<file path="config.mk">
export PLATFORM = sky130hd
export DESIGN_NAME = conv_window_ctrl
export DESIGN_NICKNAME = d
export VERILOG_FILES = /design/src/rtl/conv_window_ctrl_pkg.sv /design/src/rtl/conv_window_ctrl_wrap_counter.sv /design/src/rtl/conv_window_ctrl.sv
export SDC_FILE = /design/constraint.sdc
export NUM_CORES = 1
export LEC_CHECK = 0
export ABC_AREA = 1
export BUFFER_PORTS_ARGS = -buffer_cell sky130_fd_sc_hd__buf_4
export CORE_ASPECT_RATIO = 0.8
export CORE_MARGIN = 2
export CORE_UTILIZATION = 50
export CTS_CLUSTER_SIZE = 25
export DETAILED_ROUTE_END_ITERATION = 10
export PLACE_DENSITY = 0.64
export SKIP_LAST_GASP = 1
export SYNTH_ARGS = -nofsm -noshare
export SYNTH_HDL_FRONTEND = slang
export SYNTH_HIERARCHICAL = 1
export SYNTH_SLANG_ARGS = --single-unit
</file>
<file path="constraint.sdc">
create_clock -name clk -period 2.7 [get_ports clk]
set_input_delay 0.54 -clock clk [delete_from_list [all_inputs] [get_ports clk]]
set_output_delay 0.54 -clock clk [all_outputs]
set_load 0.005 [all_outputs]
</file>
<file path="src/rtl/conv_window_ctrl_pkg.sv">
// Shared definitions for the convolver window controller.
// The 2-bit state encoding is the one used by the datapath and line buffer.
package conv_window_ctrl_pkg;

    typedef enum logic [1:0] {
        ST_IDLE = 2'd0,
        ST_FILL = 2'd1,
        ST_RUN  = 2'd2
    } state_t;

endpackage

</file>
<file path="src/rtl/conv_window_ctrl_wrap_counter.sv">
// Modulo counter that steps on i_inc and returns to zero after MODULUS-1.
// o_wrap flags the step that returns it to zero; i_clr has priority over i_inc.
module wrap_counter
    import conv_window_ctrl_pkg::*;
#(
    parameter int MODULUS = 28,
    parameter int WIDTH   = 5
)(
    input  logic             clk,
    input  logic             rstn,
    input  logic             i_inc,
    input  logic             i_clr,
    output logic [WIDTH-1:0] o_count,
    output logic             o_wrap
);

    logic [WIDTH-1:0] r_count;

    assign o_wrap  = i_inc && (r_count == WIDTH'(MODULUS - 1));
    assign o_count = r_count;

    always_ff @(posedge clk or negedge rstn) begin
        if (!rstn) begin
            r_count <= '0;
        end else if (i_clr) begin
            r_count <= '0;
        end else if (i_inc) begin
            r_count <= o_wrap ? '0 : r_count + 1'b1;
        end
    end

endmodule

</file>
<file path="src/rtl/conv_window_ctrl.sv">
// Window-valid controller: tracks pixels streamed into the line buffers and flags
// stride-aligned positions where a full KERNEL_SIZE x KERNEL_SIZE window is available.
module conv_window_ctrl
    import conv_window_ctrl_pkg::*;
#(
    parameter int IMAGE_W     = 28,
    parameter int IMAGE_H     = 28,
    parameter int KERNEL_SIZE = 5,
    parameter int STRIDE      = 1,
    parameter int CNT_W       = 5
)(
    input  logic             clk,
    input  logic             rstn,
    input  logic             start,
    input  logic             pix_valid,
    output logic             busy,
    output logic             enable,
    output logic [CNT_W-1:0] out_col,
    output logic [CNT_W-1:0] out_row,
    output logic             frame_done,
    output logic             err_start
);

    localparam logic [CNT_W-1:0] WIN_FIRST     = CNT_W'(KERNEL_SIZE - 1);
    localparam logic [CNT_W-1:0] FILL_LAST_ROW = CNT_W'(KERNEL_SIZE - 2);
    localparam state_t           FIRST_STATE   = (KERNEL_SIZE == 1) ? ST_RUN : ST_FILL;

    state_t           r_state;
    state_t           w_stateNext;
    logic             r_enable;
    logic             r_frameDone;
    logic             r_errStart;
    logic [CNT_W-1:0] r_outCol;
    logic [CNT_W-1:0] r_outRow;
    logic [CNT_W-1:0] r_colIdx;
    logic [CNT_W-1:0] r_rowIdx;

    logic             w_accept;
    logic             w_startOk;
    logic             w_hit;
    logic             w_lastPix;
    logic             w_colInWin;
    logic             w_rowInWin;
    logic [CNT_W-1:0] w_inCol;
    logic [CNT_W-1:0] w_inRow;
    logic [CNT_W-1:0] w_colPh;
    logic [CNT_W-1:0] w_rowPh;
    logic             w_colWrap;
    logic             w_rowWrap;
    logic             w_colPhWrap;
    logic             w_rowPhWrap;

    assign w_accept   = pix_valid && (r_state != ST_IDLE);
    assign w_startOk  = start && (r_state == ST_IDLE);
    assign w_colInWin = (w_inCol >= WIN_FIRST);
    assign w_rowInWin = (w_inRow >= WIN_FIRST);
    assign w_lastPix  = w_colWrap && w_rowWrap;
    assign w_hit      = w_accept && w_colInWin && w_rowInWin && (w_colPh == '0) && (w_rowPh == '0);

    wrap_counter #(.MODULUS(IMAGE_W), .WIDTH(CNT_W)) u_inCol (
        .clk(clk), .rstn(rstn), .i_inc(w_accept), .i_clr(w_startOk),
        .o_count(w_inCol), .o_wrap(w_colWrap)
    );

    wrap_counter #(.MODULUS(IMAGE_H), .WIDTH(CNT_W)) u_inRow (
        .clk(clk), .rstn(rstn), .i_inc(w_colWrap), .i_clr(w_startOk),
        .o_count(w_inRow), .o_wrap(w_rowWrap)
    );

    // Phase counters only run once the window edge is reached, so phase 0 marks an aligned position
    wrap_counter #(.MODULUS(STRIDE), .WIDTH(CNT_W)) u_colPh (
        .clk(clk), .rstn(rstn), .i_inc(w_accept && w_colInWin), .i_clr(w_startOk || w_colWrap),
        .o_count(w_colPh), .o_wrap(w_colPhWrap)
    );

    wrap_counter #(.MODULUS(STRIDE), .WIDTH(CNT_W)) u_rowPh (
        .clk(clk), .rstn(rstn), .i_inc(w_colWrap && w_rowInWin), .i_clr(w_startOk || w_lastPix),
        .o_count(w_rowPh), .o_wrap(w_rowPhWrap)
    );

    always_comb begin
        w_stateNext = r_state;
        case (r_state)
            ST_IDLE: if (start) w_stateNext = FIRST_STATE;
            ST_FILL: if (w_colWrap && (w_inRow == FILL_LAST_ROW)) w_stateNext = ST_RUN;
            ST_RUN:  if (w_lastPix) w_stateNext = ST_IDLE;
            default: w_stateNext = ST_IDLE;
        endcase
    end

    always_ff @(posedge clk or negedge rstn) begin
        if (!rstn) begin
            r_state     <= ST_IDLE;
            r_enable    <= 1'b0;
            r_frameDone <= 1'b0;
            r_errStart  <= 1'b0;
            r_outCol    <= '0;
            r_outRow    <= '0;
        end else begin
            r_state     <= w_stateNext;
            r_enable    <= w_hit;
            r_frameDone <= w_lastPix;
            r_errStart  <= start && (r_state != ST_IDLE);
            if (w_hit) begin
                r_outCol <= r_colIdx;
                r_outRow <= r_rowIdx;
            end
        end
    end

    // Output indices advance each time a phase counter completes a stride step
    always_ff @(posedge clk or negedge rstn) begin
        if (!rstn) begin
            r_colIdx <= '0;
            r_rowIdx <= '0;
        end else begin
            if (w_startOk || w_colWrap) begin
                r_colIdx <= '0;
            end else if (w_colPhWrap) begin
                r_colIdx <= r_colIdx + 1'b1;
            end
            if (w_startOk || w_lastPix) begin
                r_rowIdx <= '0;
            end else if (w_rowPhWrap) begin
                r_rowIdx <= r_rowIdx + 1'b1;
            end
        end
    end

    assign busy       = (r_state != ST_IDLE);
    assign enable     = r_enable;
    assign out_col    = r_outCol;
    assign out_row    = r_outRow;
    assign frame_done = r_frameDone;
    assign err_start  = r_errStart;

endmodule

</file>
Word level (Yosys, flattened, before mapping). Index checks and enable logic that the tools add are counted. Widths: inputs -> output; s select.

Equal/unequal tests: 8. Multiplexer cells: 20. $lt $le $gt $ge: 2. Add/sub/neg operators: 6. Reduce and logical (&&, ||, !) cells: 27.

Operator list (count): $mux 5 (16); $add 5x1->5 const B (6); $logic_and 1x1->1 (14); $reduce_bool 2->1 (7); $eq 5x5->1 const B (2); $ge 5x3->1 const B (2); $logic_not 5->1 (2); $mux 2 (3); $ne 2x2->1 const B (3); $pmux 2 s3 (1); $eq 5x2->1 const B (1); $reduce_and 3->1 (1); $eq 2x1->1 const B (1); $eq 2x2->1 const B (1); $logic_not 2->1 (1); $logic_or 1x1->1 (2).

Logic and storage cells: 75. Register bits: 45. Output and inout bits: 14. Bits of input ports: 4.

Longest topological paths before layout.
Word-level depth: 8. Depth in mapped cells: 19. Gate-level depth less buffers: 19.

Hierarchy. The synthesis kept the hierarchy.

By module, submodules not included: conv_window_ctrl (cells each 134, area an instance 1166.1 um2, seq. area each 625.6 um2, times used 1); wrap_counter at u_colPh ... (cells each 43, area an instance 320.3 um2, seq. area each 125.1 um2, times used 2); wrap_counter at u_inCol ... (cells each 44, area an instance 304.0 um2, seq. area each 125.1 um2, times used 2).

Worst setup path before layout. Ideal clock, no wire load.

Path type: input to register. Start: in pix_valid. End: reg r_rowIdx[3]. Arrival: 1991 ps. Stages: 15. Buffers on the path: 0. Setup slack: 587 ps. Setup time: 122 ps. Cell sequence: nand2_4 > inv_2 > nand2_1 > inv_1 > nand2_1 > inv_1 > inv_1 > nor2_1 > nand4_1 > inv_1 > nand2_1 > inv_2 > nand3_1 > xor2_1 > nor2_1.

Elaborated cells on any way between the ends: 9. Those cells by class: mux: 1; reduce/logical: 8.

RTL lines: start, declared (RTL line conv_window_ctrl.sv:15) `input logic pix_valid,`; $logic_and 1x1->1 (RTL line conv_window_ctrl.sv:53) `assign w_accept = pix_valid && (r_state != ST_IDLE);`; net w_accept (RTL line conv_window_ctrl.sv:38) `logic w_accept;`; $logic_and 1x1->1 (RTL line conv_window_ctrl_wrap_counter.sv:19) `assign o_wrap = i_inc && (r_count == WIDTH'(MODULUS - 1));`; net w_colWrap (RTL line conv_window_ctrl.sv:48) `logic w_colWrap;`; $logic_and 1x1->1 (RTL line conv_window_ctrl.sv:77) `.clk(clk), .rstn(rstn), .i_inc(w_colWrap && w_rowInWin), .i_clr(w_startOk || w_lastPix),`; $logic_and 1x1->1 (RTL line conv_window_ctrl_wrap_counter.sv:19); net w_rowPhWrap (RTL line conv_window_ctrl.sv:51) `logic w_rowPhWrap;`; $reduce_bool 2->1 (no line); end signal, assigned (RTL line conv_window_ctrl.sv:125) `r_rowIdx <= r_rowIdx + 1'b1;`; end, declared (RTL line conv_window_ctrl.sv:36) `logic [CNT_W-1:0] r_rowIdx;`.

The timed path passes the listed nets, and every way through them passes these cells. A chain may end at the register's enable or synchronous reset.

Final worst setup path.
Start: reg r_state[0]. End: reg r_rowIdx[3].

Elaborated cells on any way between the ends: 12. Those cells by class: mux: 1; reduce/logical: 11.

RTL lines: start, declared (RTL line conv_window_ctrl.sv:28) `state_t r_state;`; start signal, assigned (RTL line conv_window_ctrl.sv:100) `r_state <= w_stateNext;`; $reduce_bool 2->1 (RTL line conv_window_ctrl.sv:53); $logic_and 1x1->1 (RTL line conv_window_ctrl.sv:53); net w_accept (RTL line conv_window_ctrl.sv:38); $logic_and 1x1->1 (RTL line conv_window_ctrl_wrap_counter.sv:19); net w_colWrap (RTL line conv_window_ctrl.sv:48); $logic_and 1x1->1 (RTL line conv_window_ctrl.sv:77); $logic_and 1x1->1 (RTL line conv_window_ctrl_wrap_counter.sv:19); net w_rowPhWrap (RTL line conv_window_ctrl.sv:51); $reduce_bool 2->1 (no line).

The timed path passes the listed nets, and every way through them passes these cells.

==> impl_metrics.toml <==
[sta]
setup_tns_ps = 0
rsz0062_at_grt = "no"
final_hold_viol_count = 0
finClkSkew_ps = 3.35
max_freq_mhz = 467
relSlewSlack = 0.618
tightest_slew_ps = 573
setup_violations = 0
fin_crit_sh = 0.792
whs_ps = 227
period_minus_slack_ps = 2140
slew_viol_final = 0

[floorplanning]
initial_core_util = 0.522
core_um2 = 4620
die_area_um2 = 5410
chipHeight_um = 66.2
io_pins = 18
chipWidth_um = 81.7
core.rowCount = 22

[synth]
syn_area_um2 = 2410
postSynthAreaPerCell_um2 = 7.84
ys_types = 25
yosysSeqAreaShare = 0.466
syn_inst = 308
ys_ff_latch = 45
post-synth-top-area-cell = "dfrtp_1"
synth_fp_nets = 320
synth_area_leaders = "dfrtp_1, nand2_1, nand3_1, nor2_1, inv_1"
synth_top_area_frac = 0.466
yosys_warnings = 6

[route]
final_antenna_net_count = 0
vias = 1928
viasPerCell = 4.92
drt-wirelength-per-cell_um = 11.6
top_layer = "met4"
drc = 0
drt-met1-wl_um = 2420
finalWirelength_um = 4540
routed-wl-met3_um = 148
first_pass_iters = 4
dr_wl_met2_um = 1930
drt-initial-drc-count = 88

[clocking]
post_cts_resized = 0
ctsRootBufferMaster = "clkbuf_8"
cts_setup_buffers = 0
cts.path.max_buffers = 2
clk-insertion-delay-late_ps = 290
htree_levels = 2
cts_buffers = 5
clk_pin_slew_ps = 80
cts.hold.buffers_added = 0
cts_tree = "yes"
cts_sinks = 45

[place]
place.gp.congestion = 0.866
portBuffers = 17
place_hpwl_um = 3310

[setup_path]
slowest_stage = "dfrtp_1"
timing.reg2reg.setup_slack_ps = 560
path_cells = "inv_2 > nand2_4 > nand2_4 > inv_2 > nand2_1 > inv_1 > nand2_1 > inv_1 > inv_1 > nor2_1 > nand4_1 > inv_1 > nand2_1 > inv_2 > nand3_1 > xor2_1 > nor2_1"
path_max_fanout = 7
reg2reg_depth = 17
critPathCaptureType = "flop"
cp_top_family = "buffers and inverters"
criticalPathCategory = "reg -> reg"
crit_cells = 17
cp.arrival_ps = 2320
crit_required_ps = 2880
cp-start-kind = "flop"
critPathBufInv = 7
cpPeakStageDelay_ps = 390
cp_common_cell = "inv_1"

[job]
drv_cap = 0

[cells_and_area]
drive_above_1_share = 0.178
fin_nets = 345
final_common_cell = "nand2_1"
antenna_cells = 0
layout_common_cells = "nand2_1, dfrtp_1, nor2_1"
fill_cells = 443
area_growth_pct = 11.6

[global_routing]
grt.overflow.total = 0
antenna_found_initial = 0
grt_pass1_vias = 1819
track_usage = 0.196
grt_max_degree = 46
grt_pass1_wl_um = 8160

[outcome]
status = "finished clean"

[power]
power_leakage_uw = 0.00145
powerDensity_nw_per_um2 = 625
p_total_uw = 1680
ir_drop_v = 0.000473

[min_path]
hold_class = "in -> async"
[cell type report]
type | count | area, um2 | area share
sequential | 45 | 1130 | 0.418
multi-input combinational | 216 | 1100 | 0.409
inverter | 45 | 169 | 0.0627
timing repair buffer | 20 | 150 | 0.0557
tap | 60 | 75.1 | 0.0279
clock buffer | 5 | 68.8 | 0.0255
clock inverter | 1 | 5.00 | 0.00186
[worst register-to-register path, cell delays in order (launching register included)]
cell and delay (ps):
dfrtp_1 390, inv_2 80, nand2_4 80, nand2_4 60, inv_2 80, nand2_1 60, inv_1 90, nand2_1 60
inv_1 210, inv_1 100, nor2_1 150, nand4_1 130, inv_1 160, nand2_1 90, inv_2 60, nand3_1 70
xor2_1 140, nor2_1 50
[registers in the layout (all words and copies together), names as in the netlist]
register / cells
u_inCol/o_count: 5
frame_done: 1
u_inRow/o_count: 5
err_start: 1
out_col: 5
u_colPh/o_count: 5
out_row: 5
r_state: 2
u_rowPh/o_count: 5
r_colIdx: 5
enable: 1
r_rowIdx: 5
[through the flow]
stage | util | setup WS (ps) | cells | area, um2
floorplan | - | 587 | 308 | 2410
CTS | 0.583 | 535 | 392 | 2700
finish | 0.583 | 561 | 392 | 2700
detailed placement | 0.567 | 457 | 386 | 2620
global placement | 0.567 | 478 | 386 | 2620
global route | 0.583 | 273 | 392 | 2700
[synthesized netlist by cell type (all sizes together)]
cell type,count
nor3b,1
nand2,85
nand3,39
nand4,6
mux2i,1
nor2,47
xor2,6
nor3,4
a21oi,6
o21bai,6
o21ai,7
dfrtp,45
inv,45
ha,8
buf,2
[report_power, final]
group          total, uW  leakage [uW]  switching, uW  internal (uW)
Sequential           865      0.000609            103            762
Clock                384     0.0000399            214            171
Combinational        434      0.000798            268            166
[per-layer routing]
metal  vias up  GRT usage
li1       1017          -
met2        27      0.306
met1       879      0.277
met5         -          0
met3         5     0.0451
met4         0     0.0438
[kinds of logic (layout without fill, tap and decap cells)]
family,after synthesis,in the layout,share of synthesized area
buffers and inverters,47,71,0.0777
DFF,45,45,0.466
muxes,1,1,0.00415
xor gates and xnor gates,6,6,0.0218
AOI/OAI and AO/OA,19,19,0.0518
and+or+nand+nor,182,182,0.337
adders and majority gates,8,8,0.0415
[worst paths after layout]
path / startpoint / end
setup / recovery: r_state[0]$_DFFE_PN0P_ / r_rowIdx[3]$_DFFE_PN0P_
hold / removal: rstn / u_inCol/o_count[4]$_DFFE_PN0P_
setup reg to reg: r_state[0]$_DFFE_PN0P_ / r_rowIdx[3]$_DFFE_PN0P_
hold reg to reg: out_col[3]$_DFFE_PN0P_ / out_col[3]$_DFFE_PN0P_
max in group asynchronous: rstn / u_inRow/o_count[1]$_DFFE_PN0P_
min in group clk: start / err_start$_DFF_PN0_
No activity file was read; power rests on OpenSTA's default activity.
